`config.mk`:
```
export PLATFORM = sky130hd
export DESIGN_NAME = dmem_arbiter
export DESIGN_NICKNAME = d
export VERILOG_FILES = /design/src/rtl/dmem_arb_pkg.sv /design/src/rtl/dmem_arb_grant.sv /design/src/rtl/dmem_arbiter.sv
export SDC_FILE = /design/constraint.sdc
export NUM_CORES = 1
export LEC_CHECK = 0
export CAP_MARGIN = 20
export CORE_MARGIN = 5
export CORE_UTILIZATION = 39
export CTS_CLUSTER_DIAMETER = 80
export DETAILED_ROUTE_END_ITERATION = 6
export PLACE_DENSITY = 0.81
export SLEW_MARGIN = 15
export SYNTH_ARGS = -nofsm -noshare
export SYNTH_HDL_FRONTEND = slang
export SYNTH_SLANG_ARGS = --single-unit
```
`constraint.sdc`:
```
create_clock -name clk -period 1.9 [get_ports clk]
set_input_delay 0.38 -clock clk [delete_from_list [all_inputs] [get_ports clk]]
set_output_delay 0.38 -clock clk [all_outputs]
set_load 0.05 [all_outputs]
```
`src/rtl/dmem_arb_pkg.sv`:
```
// Shared types and constants for the data-memory arbiter (dmem_arbiter).
package dmem_arb_pkg;

  typedef enum logic [1:0] {
    IDLE  = 2'd0,
    ISSUE = 2'd1,
    WAIT  = 2'd2,
    DONE  = 2'd3
  } arb_state_t;

  localparam int P_MEM = 0;
  localparam int P_DBG = 1;
  localparam int CNT_W = 4;

  function automatic logic [1:0] port_onehot(input logic idx);
    return idx ? 2'b10 : 2'b01;
  endfunction

endpackage

```
`src/rtl/dmem_arb_grant.sv`:
```
// Two-port one-hot grant selection.
// DMEM_ARB_RR_EN defined: round robin on ties; undefined: port 0 has fixed priority.
module dmem_arb_grant
  import dmem_arb_pkg::*;
(
  input  logic [1:0] req,
  input  logic       prio,  // port favoured on a tie (the one not granted last)
  output logic [1:0] gnt
);

`ifdef DMEM_ARB_RR_EN
  always_comb begin
    gnt = req;
    if (req == 2'b11) gnt = prio ? 2'b10 : 2'b01;
  end
`else
  logic prio_unused;
  assign prio_unused = prio;

  always_comb begin
    gnt = 2'b00;
    if (req[P_MEM])      gnt[P_MEM] = 1'b1;
    else if (req[P_DBG]) gnt[P_DBG] = 1'b1;
  end
`endif

endmodule

```
`src/rtl/dmem_arbiter.sv`:
```
// Shares the single-port data memory between the MEM stage (port 0) and the loader/debug master (port 1).
// Tie arbitration is round robin when DMEM_ARB_RR_EN is defined, fixed priority to port 0 otherwise.
//
// state | meaning
// IDLE  | no access; sample req_i and grant
// ISSUE | drive chip enable / write enable with the latched command
// WAIT  | count down read latency, capture read data on terminal count
// DONE  | pulse done for the granted port, then one bubble back to IDLE
module dmem_arbiter
  import dmem_arb_pkg::*;
#(
  parameter int AW     = 32,
  parameter int DW     = 32,
  parameter int RD_LAT = 1
) (
  input  logic          clk,
  input  logic          rst,
  input  logic [1:0]    req_i,
  input  logic [1:0]    we_i,
  input  logic [AW-1:0] addr0_i,
  input  logic [AW-1:0] addr1_i,
  input  logic [DW-1:0] wdata0_i,
  input  logic [DW-1:0] wdata1_i,
  output logic [1:0]    done_o,
  output logic [DW-1:0] rdata_o,
  output logic          stall_o,
  output logic          busy_o,
  output logic          mem_ce_o,
  output logic          mem_we_o,
  output logic [AW-1:0] mem_addr_o,
  output logic [DW-1:0] mem_wdata_o,
  input  logic [DW-1:0] mem_rdata_i
);

  arb_state_t       state;
  logic [CNT_W-1:0] cnt;
  logic             gnt_idx;
  logic             rr_ptr;
  logic [1:0]       gnt;

  dmem_arb_grant u_grant (
    .req  (req_i),
    .prio (rr_ptr),
    .gnt  (gnt)
  );

  assign busy_o  = (state != IDLE);
  assign stall_o = req_i[P_MEM] & ~done_o[P_MEM];

  // The command is held in the mem_* registers for the single ISSUE cycle.
  always_ff @(posedge clk or negedge rst) begin
    if (!rst) begin
      state       <= IDLE;
      cnt         <= '0;
      gnt_idx     <= 1'b0;
      rr_ptr      <= 1'b0;
      done_o      <= 2'b00;
      rdata_o     <= '0;
      mem_ce_o    <= 1'b0;
      mem_we_o    <= 1'b0;
      mem_addr_o  <= '0;
      mem_wdata_o <= '0;
    end else begin
      done_o <= 2'b00;
      case (state)
        IDLE: begin
          if (|gnt) begin
            gnt_idx     <= gnt[P_DBG];
            rr_ptr      <= ~gnt[P_DBG];
            mem_ce_o    <= 1'b1;
            mem_we_o    <= gnt[P_DBG] ? we_i[P_DBG] : we_i[P_MEM];
            mem_addr_o  <= gnt[P_DBG] ? addr1_i : addr0_i;
            mem_wdata_o <= gnt[P_DBG] ? wdata1_i : wdata0_i;
            state       <= ISSUE;
          end
        end
        ISSUE: begin
          mem_ce_o    <= 1'b0;
          mem_we_o    <= 1'b0;
          mem_addr_o  <= '0;
          mem_wdata_o <= '0;
          if (mem_we_o) begin
            done_o <= port_onehot(gnt_idx);
            state  <= DONE;
          end else begin
            cnt   <= CNT_W'(RD_LAT - 1);
            state <= WAIT;
          end
        end
        WAIT: begin
          if (cnt == '0) begin
            rdata_o <= mem_rdata_i;
            done_o  <= port_onehot(gnt_idx);
            state   <= DONE;
          end else begin
            cnt <= cnt - CNT_W'(1);
          end
        end
        DONE:    state <= IDLE;
        default: state <= IDLE;
      endcase
    end
  end

endmodule

```
Word level (Yosys, flattened, before mapping)

Index checks and enable logic that the tools add are counted.
W data, S select, Z words.

Register bits: 107
Input bits: 166
Output and inout bits: 102
Logic and storage cells: 55

Add/subtract/negate cells: 1
Eq/ne operators: 7
Mux-type cells: 25
Bitwise operators: 2
Reduce and logical (&&, ||, !) cells: 11

Operators with widths:

| cell                  | number |
|---|---|
| $mux W32              | 4 |
| $pmux W32 S2          | 2 |
| $mux W2               | 5 |
| $mux W4               | 2 |
| $ne A2 B2 Y1 const B  | 4 |
| $pmux W2 S4           | 1 |
| $pmux W4 S2           | 1 |
| $reduce_and A2 Y1     | 4 |
| $mux W1               | 7 |
| $reduce_bool A2 Y1    | 3 |
| $eq A2 B2 Y1 const B  | 2 |
| $logic_not A4 Y1      | 1 |
| $pmux W1 S2           | 2 |
| $pmux W2 S2           | 1 |
| $sub A4 B1 Y4 const B | 1 |
| $reduce_and A3 Y1     | 1 |
| $eq A2 B1 Y1 const B  | 1 |
| $logic_not A2 Y1      | 1 |
| $reduce_or A2 Y1      | 1 |
| $and A1 B1 Y1         | 1 |
| $not A1 Y1            | 1 |

Logic depth before layout (Yosys ltp)

Gate-level depths: netlist of the first run.

Depth after elaboration: 5
Mapped depth: 8
Gate-level depth less buffers: 5

Hierarchy

Synthesis of the first run repeated with hierarchy kept, for this count alone.

Cells, all modules: 356
Area total of the unflattened synthesis: 5126.2 µm²

Modules (own cells, without submodules):

| module         | times used | cells an instance | area an instance (µm²) | seq. area each (µm²) |
|---|---|---|---|---|
| dmem_arbiter   | 1          | 354               | 5104.9                 | 2702.6 |
| dmem_arb_grant | 1          | 2                 | 21.3                   | 0.0 |

Least setup slack after synthesis of the first run

Ideal clock, no wire load.

Kind: register to register
From: register state[0]
To: register mem_addr_o[0]
Library setup time: 0.078 ns
Arrival time: 1.745 ns
Data required time: 1.822 ns
Slack: 0.077 ns
Cell stages (with the launch flop): 8
Buffers on the path: 2
Period minus slack after synthesis: 1.823 ns
Cell sequence: dfrtp_1 -> inv_1 -> ha_1 -> inv_1 -> or3_4 -> buf_6 -> buf_6 -> o2bb2ai_1

Cells in the longest elaborated chain, start to end: 3
Elaborated cells on any way between the ends: 6
Classes of those cells: eq/ne: 2; mux: 1; reduce/logical: 3

RTL lines:

| element                                                                    | RTL line           | source |
|---|---|---|
| from (decl)                                                                | dmem_arbiter.sv:35 | `arb_state_t state;` |
| from (signal assigned)                                                     | dmem_arbiter.sv:53 | `state <= IDLE;` |
| from (signal assigned)                                                     | dmem_arbiter.sv:74 | `state <= ISSUE;` |
| from (signal assigned)                                                     | dmem_arbiter.sv:84 | `state <= DONE;` |
| $eq A2 B1 Y1 / $logic_not A2 Y1 (equally long branches)                    | dmem_arbiter.sv:65 | `case (state)` |
| $reduce_bool A2 Y1 (no source line) / $ne A2 B2 Y1 (equally long branches) | -                  |  |
| $reduce_and A2 Y1 (no source line)                                         | -                  |  |
| to (signal assigned)                                                       | dmem_arbiter.sv:72 | `mem_addr_o <= gnt[P_DBG] ? addr1_i : addr0_i;` |
| to (decl)                                                                  | dmem_arbiter.sv:30 | `output logic [AW-1:0] mem_addr_o,` |

Several ways; a longest one is shown, not always the timed one.
A chain may end at the register's enable or synchronous reset.

Final worst setup path of the first run

From: register cnt[1]
To: register state[1]

Cells in the longest elaborated chain, start to end: 3

RTL lines:

| element                            | RTL line            | source |
|---|---|---|
| from (decl)                        | dmem_arbiter.sv:36  | `logic [CNT_W-1:0] cnt;` |
| from (signal assigned)             | dmem_arbiter.sv:86  | `cnt <= CNT_W'(RD_LAT - 1);` |
| from (signal assigned)             | dmem_arbiter.sv:96  | `cnt <= cnt - CNT_W'(1);` |
| $logic_not A4 Y1                   | dmem_arbiter.sv:91  | `if (cnt == '0) begin` |
| $ne A2 B2 Y1 (no source line)      | -                   |  |
| $reduce_and A2 Y1 (no source line) | -                   |  |
| to (signal assigned)               | dmem_arbiter.sv:94  | `state <= DONE;` |
| to (signal assigned)               | dmem_arbiter.sv:99  | `DONE: state <= IDLE;` |
| to (signal assigned)               | dmem_arbiter.sv:100 | `default: state <= IDLE;` |

Every way passes these cells.

==> results of run 1 <==
## synth_stat cells (3+ instances only)
cell,number,area share (%)
dfrtp_1,107,55
mux2i_1,65,13
o2bb2ai_1,65,12
mux2_2,25,5.8
buf_6,9,2.1
buf_4,8,1.2
inv_1,7,0.54
mux2_4,7,2.2
nor2_1,6,0.46
clkbuf_1,5,0.39
ha_1,5,1.3
a21oi_1,4,0.41
nor2b_1,4,0.51
buf_2,3,0.31
nand2_1,3,0.23
## flip-flops by register name (all words and copies together), names as in the netlist
register and cells:
cnt 4, mem_addr_o 32, state 2, mem_ce_o 1
rdata_o 32, mem_we_o 1, done_o 2, mem_wdata_o 32
gnt_idx 1
## per-layer routing
layer / GRT usage [%] / wire length [µm]
met5: 0 / 0
met4: 7.35 / 342
met3: 6.36 / 1360
met2: 33.3 / 7230
met1: 21.3 / 5360
## worst max-delay path by stage
stage,startpoint,end,slack (ns),cells past startpoint
final,cnt[1]$_DFFE_PN0P_,state[1]$_DFFE_PN0P_,0.07,5
after CTS,mem_addr_o[1]$_DFFE_PN0P_,mem_addr_o[1],0.000004,1
after global routing,state[1]$_DFFE_PN0P_,busy_o,0.008,5
after floorplan,state[0]$_DFFE_PN0P_,mem_addr_o[0]$_DFFE_PN0P_,0.08,7
after detailed placement,req_i[0],mem_addr_o[14]$_DFFE_PN0P_,-0.04,5
after global placement,req_i[0],mem_addr_o[14]$_DFFE_PN0P_,0.003,5
## stage by stage
| step | total power, mW | setup WS (ns) | std cells | TNS [ns] | utilization [%] |
|---|---|---|---|---|---|
| floorplan | 9.70 | 0.0768 | 350 | 0 | - |
| global placement | 12.6 | 0.00300 | 774 | 0 | 63.4 |
| detailed placement | 12.8 | -0.0368 | 774 | -0.0467 | 63.4 |
| CTS | 14.4 | 0.00000400 | 790 | 0 | 65.5 |
| global route | 14.9 | 0.00830 | 790 | 0 | 65.9 |
| finish | 14.2 | 0.0715 | 790 | 0 | 65.9 |
## area by class of cell
type	count	area (µm²)	area share (%)
clock inverter	1	5.00	0.0627
inverter	7	26.3	0.329
tap	168	210	2.63
multi-input combinational	209	1980	24.8
clock buffer	15	288	3.61
sequential	107	2680	33.5
timing repair buffer	283	2800	35.1
## worst register-to-register path, stage by stage (launching register included)
cell	delay (ns)
dfrtp_1	0.41
inv_1	0.08
ha_1	0.23
or3b_1	0.42
a21oi_1	0.23
mux2_2	0.35
## logic make-up after synthesis
family,count (synthesis),share of synthesized area (%)
and+or+nand+nor,22,2.72
muxes,98,21.5
AOI/OAI and AO/OA,84,14.6
adders and majority gates,5,1.28
buffers and inverters,34,4.86
DFF,107,55.0
## power breakdown
group | internal [mW] | switching, mW | total [mW]
clock | 1.03 | 0.771 | 1.80
sequential | 3.33 | 0.586 | 3.92
combinational | 3.01 | 5.47 | 8.47
total | 7.37 | 6.82 | 14.2
==> results.toml, run 1 <==
[placement]
hpwl_um = 11100
dpl-instance-area_um2 = 7680
port-buffer-count = 267
gp_congestion = 0.794

[synthesis]
synth.distinct_cells = 38
synth_edf_count = 0
avgSynthCellArea_um2 = 13.9
synth-async-reset-ratio_pct = 100
synthCells = 350
yosys_warnings = 0
synthesis.nets = 521
ys.flop_type = "dfrtp_1"
ys_ff_latch = 107
seq_area_frac_synth_pct = 55.0
synth_area_um2 = 4870

[cells_and_area]
fillers = 929
final_common_cell = "clkdlybuf4s50_1"
diodes = 0
syn2layout_area_growth_pct = 63.9
fin_nets = 788
design_area_um2 = 7980
drive_gt1_share_pct = 19.5
layout_common_cells = "clkdlybuf4s50_1 (164), dfrtp_1 (107), mux2i_1 (65), o2bb2ai_1 (65), buf_4 (56)"

[timing]
period_needed_ns = 1.83
maxSlewViolCount = 0
max_freq_ghz = 0.547
hold_viol = 0
finClkSkew_ns = 0.00403
hold_ws_ns = 0.0182
rsz0062_at_grt = "no"
slew-limit-headroom_pct = 61.2
worst_pin_slew_ns = 0.581
setup_viol = 0
fin_crit_sh_pct = 96.2

[cts]
postCtsHoldBufs = 0
clk_latency_ns = 0.34
cts.clk_slew.worst_paths_ns = 0.07
htreeDepth = 3
root_buffer = "clkbuf_16"
numCtsBuffers = 9
postCtsSetupBuffers = 0
clock_sinks = 107
ctsLongestPathBuffers = 2
cts_resized = 34
tritoncts = "done"

[setup_path]
setup.worst_path.end_class = "flip-flop"
critPathSlowestCell = "or3b_1"
r2r-end = "state[1]$_DFFE_PN0P_"
worstPathRequired_ns = 2.13
r2r_cells = 5
crit_path_start_kind = "flip-flop"
reg2reg_from = "cnt[1]$_DFFE_PN0P_"
critical_path_class = "flip-flop to flip-flop"
critPathArrivalTime_ns = 2.06
crit_family = "simple AND/OR/NAND/NOR gates"
path_cells = "inv_1 > ha_1 > or3b_1 > a21oi_1 > mux2_2"
worstPathMaxFanout = 5
reg2reg_setup_slack_ns = 0.07
critPathMaxStageDelay_ns = 0.42
crit_buf_inv = 1

[detailed_routing]
drc_errors = 0
dr.pass1.iters = 4
viasPerCell = 4.99
wl_per_cell_um = 18.1
antenna_left = 0
vias = 3942
drt_iter0_drc = 187
drt-total-wl_um = 14300

[grt]
globalRouteOverflowTotal = 0
antenna_found_initial = 0
grt_pass1_wl_um = 22100
grt.total_usage_pct = 19.0
grt_pass1_vias = 4273
grt_max_degree = 61

[pwr]
p_leak_nw = 4.03
power_density_nw_per_um2 = 1780
ir_drop_v = 0.00124

[die]
initial_core_util_pct = 40.2
fp.dieW_um = 122
ioPinCount = 268
rows = 40
core_um2 = 12100
die_area_um2 = 14800
die_height_um = 122

[status]
status = "completed"

[job]
maxCapViolations = 0

[hold_path]
hp-class = "input pin to async pin"
No activity file was read; power rests on OpenSTA's default activity.
==> run 2, diff against run 1 <==
--- a/config.mk
+++ b/config.mk
@@ -7,10 +7,12 @@
 export LEC_CHECK = 0
 export CAP_MARGIN = 20
 export CORE_MARGIN = 5
-export CORE_UTILIZATION = 39
+export CORE_UTILIZATION = 42
 export CTS_CLUSTER_DIAMETER = 80
 export DETAILED_ROUTE_END_ITERATION = 6
-export PLACE_DENSITY = 0.81
+export GPL_ROUTABILITY_DRIVEN = 0
+export GPL_TIMING_DRIVEN = 0
+export PLACE_DENSITY = 0.86
 export SLEW_MARGIN = 15
 export SYNTH_ARGS = -nofsm -noshare
 export SYNTH_HDL_FRONTEND = slang
==> constraint.sdc (replaced) <==
create_clock -name clk -period 2.3 [get_ports clk]
set_input_delay 0.46 -clock clk [delete_from_list [all_inputs] [get_ports clk]]
set_output_delay 0.46 -clock clk [all_outputs]
set_load 0.05 [all_outputs]
==> run 2 against run 1 <==
Via count rose by 1.3%; sequential cell count is the same; core utilization is 5.0 points higher; sequential power is 17% lower; clock-buffer cell count decreased by 5; first-iteration DRC count decreased by 29%; power down 14%; routed wire length increased by 2.0%; combinational power decreased by 14%; critical path type is now input pin to output port.
==> results.toml, run 2 (synthesized netlist as in run 1, its figures left out) <==
[job]
maxCapViolations = 0

[die]
core_um2 = 11400
rows = 39
die_height_um = 118
die_area_um2 = 13800
initial_core_util_pct = 42.8
fp.dieW_um = 118
ioPinCount = 268

[cells_and_area]
design_area_um2 = 8060
layout_common_cells = "clkdlybuf4s50_1 (264), dfrtp_1 (107), mux2i_1 (65), o2bb2ai_1 (65), mux2_2 (25)"
final_common_cell = "clkdlybuf4s50_1"
fillers = 802
largestRegisters = "mem_addr_o x32, mem_wdata_o x32, rdata_o x32"
diodes = 0
syn2layout_area_growth_pct = 65.4
fin_nets = 800
drive_gt1_share_pct = 11.8

[cts]
tritoncts = "done"
htreeDepth = 3
clock_sinks = 107
cts.clk_slew.worst_paths_ns = 0.06
ctsLongestPathBuffers = 2
clk_latency_ns = 0.34
numCtsBuffers = 9
postCtsSetupBuffers = 0
postCtsHoldBufs = 0
cts_resized = 2
root_buffer = "clkbuf_16"

[timing]
worst_slack_ns = 0.0716
fin_crit_sh_pct = 96.9
period_needed_ns = 2.23
maxSlewViolCount = 0
slew-limit-headroom_pct = 62.2
rsz0062_at_grt = "no"
fin_tns_setup_ns = 0
max_freq_ghz = 0.449
hold_viol = 0
hold_ws_ns = 0.0254
finClkSkew_ns = 0.00674
setup_viol = 0
worst_pin_slew_ns = 0.565

[pwr]
p_leak_nw = 3.61
ir_drop_v = 0.000999
p_total_mw = 12.2
power_density_nw_per_um2 = 1510

[setup_path]
crit_path_start_kind = "input pin"
critical_path_class = "input pin to output port"
worstPathMaxFanout = 5
critPathArrivalTime_ns = 1.77
setup.worst_path.end_class = "output port"
worstPathRequired_ns = 1.84

[detailed_routing]
antenna_left = 0
vias = 3995
drt_iter0_drc = 132
drt-total-wl_um = 14600
viasPerCell = 5.14
drc_errors = 0
wl_per_cell_um = 18.8
dr.pass1.iters = 4

[placement]
post-place-ws_ns = -0.197
dpl-instance-area_um2 = 7750
hpwl_um = 11600
port-buffer-count = 267

[grt]
grt.total_usage_pct = 20.9
grt_pass1_wl_um = 23700
grt_pass1_vias = 4416
grt_max_degree = 70
globalRouteOverflowTotal = 0
antenna_found_initial = 0

[hold_path]
hp-class = "input pin to async pin"

[status]
status = "completed"
run 2: final cells by class:
| type | instances | area (µm²) | share of cell area, % |
|---|---|---|---|
| plain buffers | 27 | 210 | 2.61 |
| clock inverters | 6 | 80.1 | 0.994 |
| inverters | 7 | 26.3 | 0.326 |
| multi-input cells | 209 | 1960 | 24.3 |
| repair buffers | 268 | 2700 | 33.5 |
| well taps | 143 | 179 | 2.22 |
| flip-flops and latches | 107 | 2680 | 33.2 |
| clock buffers | 10 | 229 | 2.84 |
run 2: path summary, 6_finish.rpt:
kind / start / endpoint / slack (ns) / cells past startpoint
max in group asynchronous: rst / cnt[1]$_DFFE_PN0P_ / 1.63 / 2
hold / removal: rst / mem_wdata_o[12]$_DFFE_PN0P_ / 0.03 / 1
hold reg to reg: gnt_idx$_DFFE_PN0P_ / done_o[0]$_DFF_PN0_ / 0.46 / 1
setup / recovery: req_i[0] / stall_o / 0.07 / 3
min in group clk: gnt_idx$_DFFE_PN0P_ / done_o[0]$_DFF_PN0_ / 0.46 / 1
setup reg to reg: state[0]$_DFFE_PN0P_ / mem_wdata_o[25]$_DFFE_PN0P_ / 0.26 / 7
run 2: layer usage:
metal  global-route usage [%]  up-vias  share of wire [%]
li1                         -     1871                  -
met3                     6.68       24                8.1
met5                        0        -                  0
met1                     24.3     1925                 38
met2                     36.9      175                 52
met4                     5.88        0                1.9
run 2: worst max-delay path, stage by stage:
cell             delay, ns
clkdlybuf4s50_1       0.59
nor2b_1               0.15
dlygate4sd2_1         0.56
run 2: power by group:
group | switching (mW) | internal [mW]
registers | 0.506 | 2.75
logic | 4.55 | 2.75
clock network | 0.651 | 0.947
total | 5.71 | 6.45
run 2: metrics by stage:
step | instances | utilization (%)
global placement | 760 | 67.9
finish | 777 | 70.9
CTS | 777 | 70.9
floorplan | 350 | -
global route | 777 | 70.9
detailed placement | 761 | 68.2
==> run 3, diff against run 2 <==
--- a/config.mk
+++ b/config.mk
@@ -12,6 +12,7 @@
 export DETAILED_ROUTE_END_ITERATION = 6
 export GPL_ROUTABILITY_DRIVEN = 0
 export GPL_TIMING_DRIVEN = 0
+export MAX_ROUTING_LAYER = met4
 export PLACE_DENSITY = 0.86
 export SLEW_MARGIN = 15
 export SYNTH_ARGS = -nofsm -noshare
==> run 3 against run 2 <==
Clock power is essentially flat; clock-buffer cell count is the same; hold slack gained 0.0018 ns; worst setup slack is essentially flat; die area is the same; critical endpoint unchanged; core utilization is the same; cell count is the same; clock skew is essentially flat; highest routed layer unchanged; critical path type unchanged; sequential power is essentially flat.
==> results.toml, run 3 (synthesized netlist as in run 1, its figures left out) <==
[status]
status = "completed"

[timing]
maxSlewViolCount = 0
finClkSkew_ns = 0.00628
rsz0062_at_grt = "no"
hold_viol = 0
slew-limit-headroom_pct = 62.2
fin_tns_setup_ns = 0
worst_slack_ns = 0.0717
worst_pin_slew_ns = 0.565
fin_crit_sh_pct = 96.9
max_freq_ghz = 0.449
period_needed_ns = 2.23
hold_ws_ns = 0.0272
setup_viol = 0

[die]
ioPinCount = 268
rows = 39
core_um2 = 11400
die_area_um2 = 13800
fp.dieW_um = 118
die_height_um = 118
initial_core_util_pct = 42.8

[cells_and_area]
design_area_um2 = 8060
final_common_cell = "clkdlybuf4s50_1"
syn2layout_area_growth_pct = 65.4
largestRegisters = "mem_addr_o x32, mem_wdata_o x32, rdata_o x32"
fin_nets = 800
layoutNonFillerInstCount = 777
diodes = 0
layout_common_cells = "clkdlybuf4s50_1 (264), dfrtp_1 (107), mux2i_1 (65), o2bb2ai_1 (65), mux2_2 (25)"
drive_gt1_share_pct = 11.8
final_util_pct = 70.9

[setup_path]
r2r_cells = 7
critical_path_class = "input pin to output port"
setup.worst_path.end_class = "output port"
critPathArrivalTime_ns = 1.77
endpoint = "stall_o"
startpoint = "req_i[0]"
critPathMaxStageDelay_ns = 0.59
worstPathRequired_ns = 1.84
r2r-end = "mem_wdata_o[25]$_DFFE_PN0P_"
crit_path_start_kind = "input pin"
critPathSlowestCell = "clkdlybuf4s50_1"
crit_buf_inv = 2
reg2reg_setup_slack_ns = 0.26
worstPathMaxFanout = 5
path_cells = "clkdlybuf4s50_1 > nor2b_1 > dlygate4sd2_1"
crit_cells = 3
crit_family = "buffers and inverters"
reg2reg_from = "state[0]$_DFFE_PN0P_"

[cts]
cts_resized = 2
clock_sinks = 107
clk_latency_ns = 0.34
postCtsSetupBuffers = 0
numCtsBuffers = 9
tritoncts = "done"
root_buffer = "clkbuf_16"
postCtsHoldBufs = 0
htreeDepth = 3
cts.clk_slew.worst_paths_ns = 0.07
ctsLongestPathBuffers = 2

[pwr]
p_clk_share_pct = 13.1
power_density_nw_per_um2 = 1510
power_frac_seq_pct = 26.8
p_total_mw = 12.2
netSwitchingFraction_pct = 46.9
switchingPower_mw = 5.71
pwr-share-comb_pct = 60.0
p_int_mw = 6.45
ir_drop_v = 0.00100
p_leak_nw = 3.61

[detailed_routing]
highest_layer = "met4"
drc_errors = 0
drt_iter0_drc = 136
wl_met1_um = 5720
drt-total-wl_um = 14600
wl_met2_um = 7580
viasPerCell = 5.15
wl_per_cell_um = 18.7
antenna_left = 0
wl_met3_um = 1010
dr.pass1.iters = 4
vias = 4004

[grt]
antenna_found_initial = 0
grt_max_degree = 70
globalRouteOverflowTotal = 0
grt.total_usage_pct = 21.4
grt_pass1_wl_um = 23700
grt_pass1_vias = 4427

[placement]
placed_cells = 761
post-place-ws_ns = -0.197
dpl-instance-area_um2 = 7750
hpwl_um = 11600
port-buffer-count = 267

[hold_path]
hp-class = "input pin to async pin"

[job]
maxCapViolations = 0
## run 3: cell counts in the layout (fill, tap and decap cells not counted)
Identical to the previous run, type by type.
## run 3: how the worst min path moves through the flow
stage,startpoint,endpoint,cells past startpoint
2_1_floorplan,rst,cnt[0]$_DFFE_PN0P_,0
4_1_cts,rst,mem_addr_o[19]$_DFFE_PN0P_,1
3_5_place_dp,rst,mem_wdata_o[12]$_DFFE_PN0P_,1
3_3_place_gp,gnt_idx$_DFFE_PN0P_,done_o[0]$_DFF_PN0_,1
5_1_grt,rst,mem_wdata_o[20]$_DFFE_PN0P_,1
6_report,rst,mem_addr_o[27]$_DFFE_PN0P_,1
## run 3: worst reg2reg max path: cells and delay by family (launching register included)
family	cells	cell delay (ns)
fa+ha+maj	1	0.24
simple gates	1	0.25
buf+inv	3	0.70
flops	1	0.40
compound gates	2	0.36
## run 3: area by class of cell
cell class / instances / area (µm²)
Multi-Input combinational cell: 209 / 1960
Timing Repair Buffer: 268 / 2700
Tap cell: 143 / 179
Inverter: 7 / 26.3
Buffer: 27 / 210
Clock inverter: 6 / 80.1
Clock buffer: 10 / 229
Sequential cell: 107 / 2680
Fill cell: 802 / 3310
## run 3: power by group through the flow
stage	registers (mW)	clock network [mW]	logic, mW
floorplan	6.04	0	1.98
global placement	3.23	0	7.22
detailed placement	3.28	0	7.37
CTS	3.26	1.63	7.38
global route	3.38	1.71	7.65
finish	3.26	1.60	7.30
## run 3: metal layers
layer	track usage, %	vias up
li1	-	1875
met1	24.8	1942
met2	37.0	167
met3	5.62	20
met4	5.88	0
met5	-	-
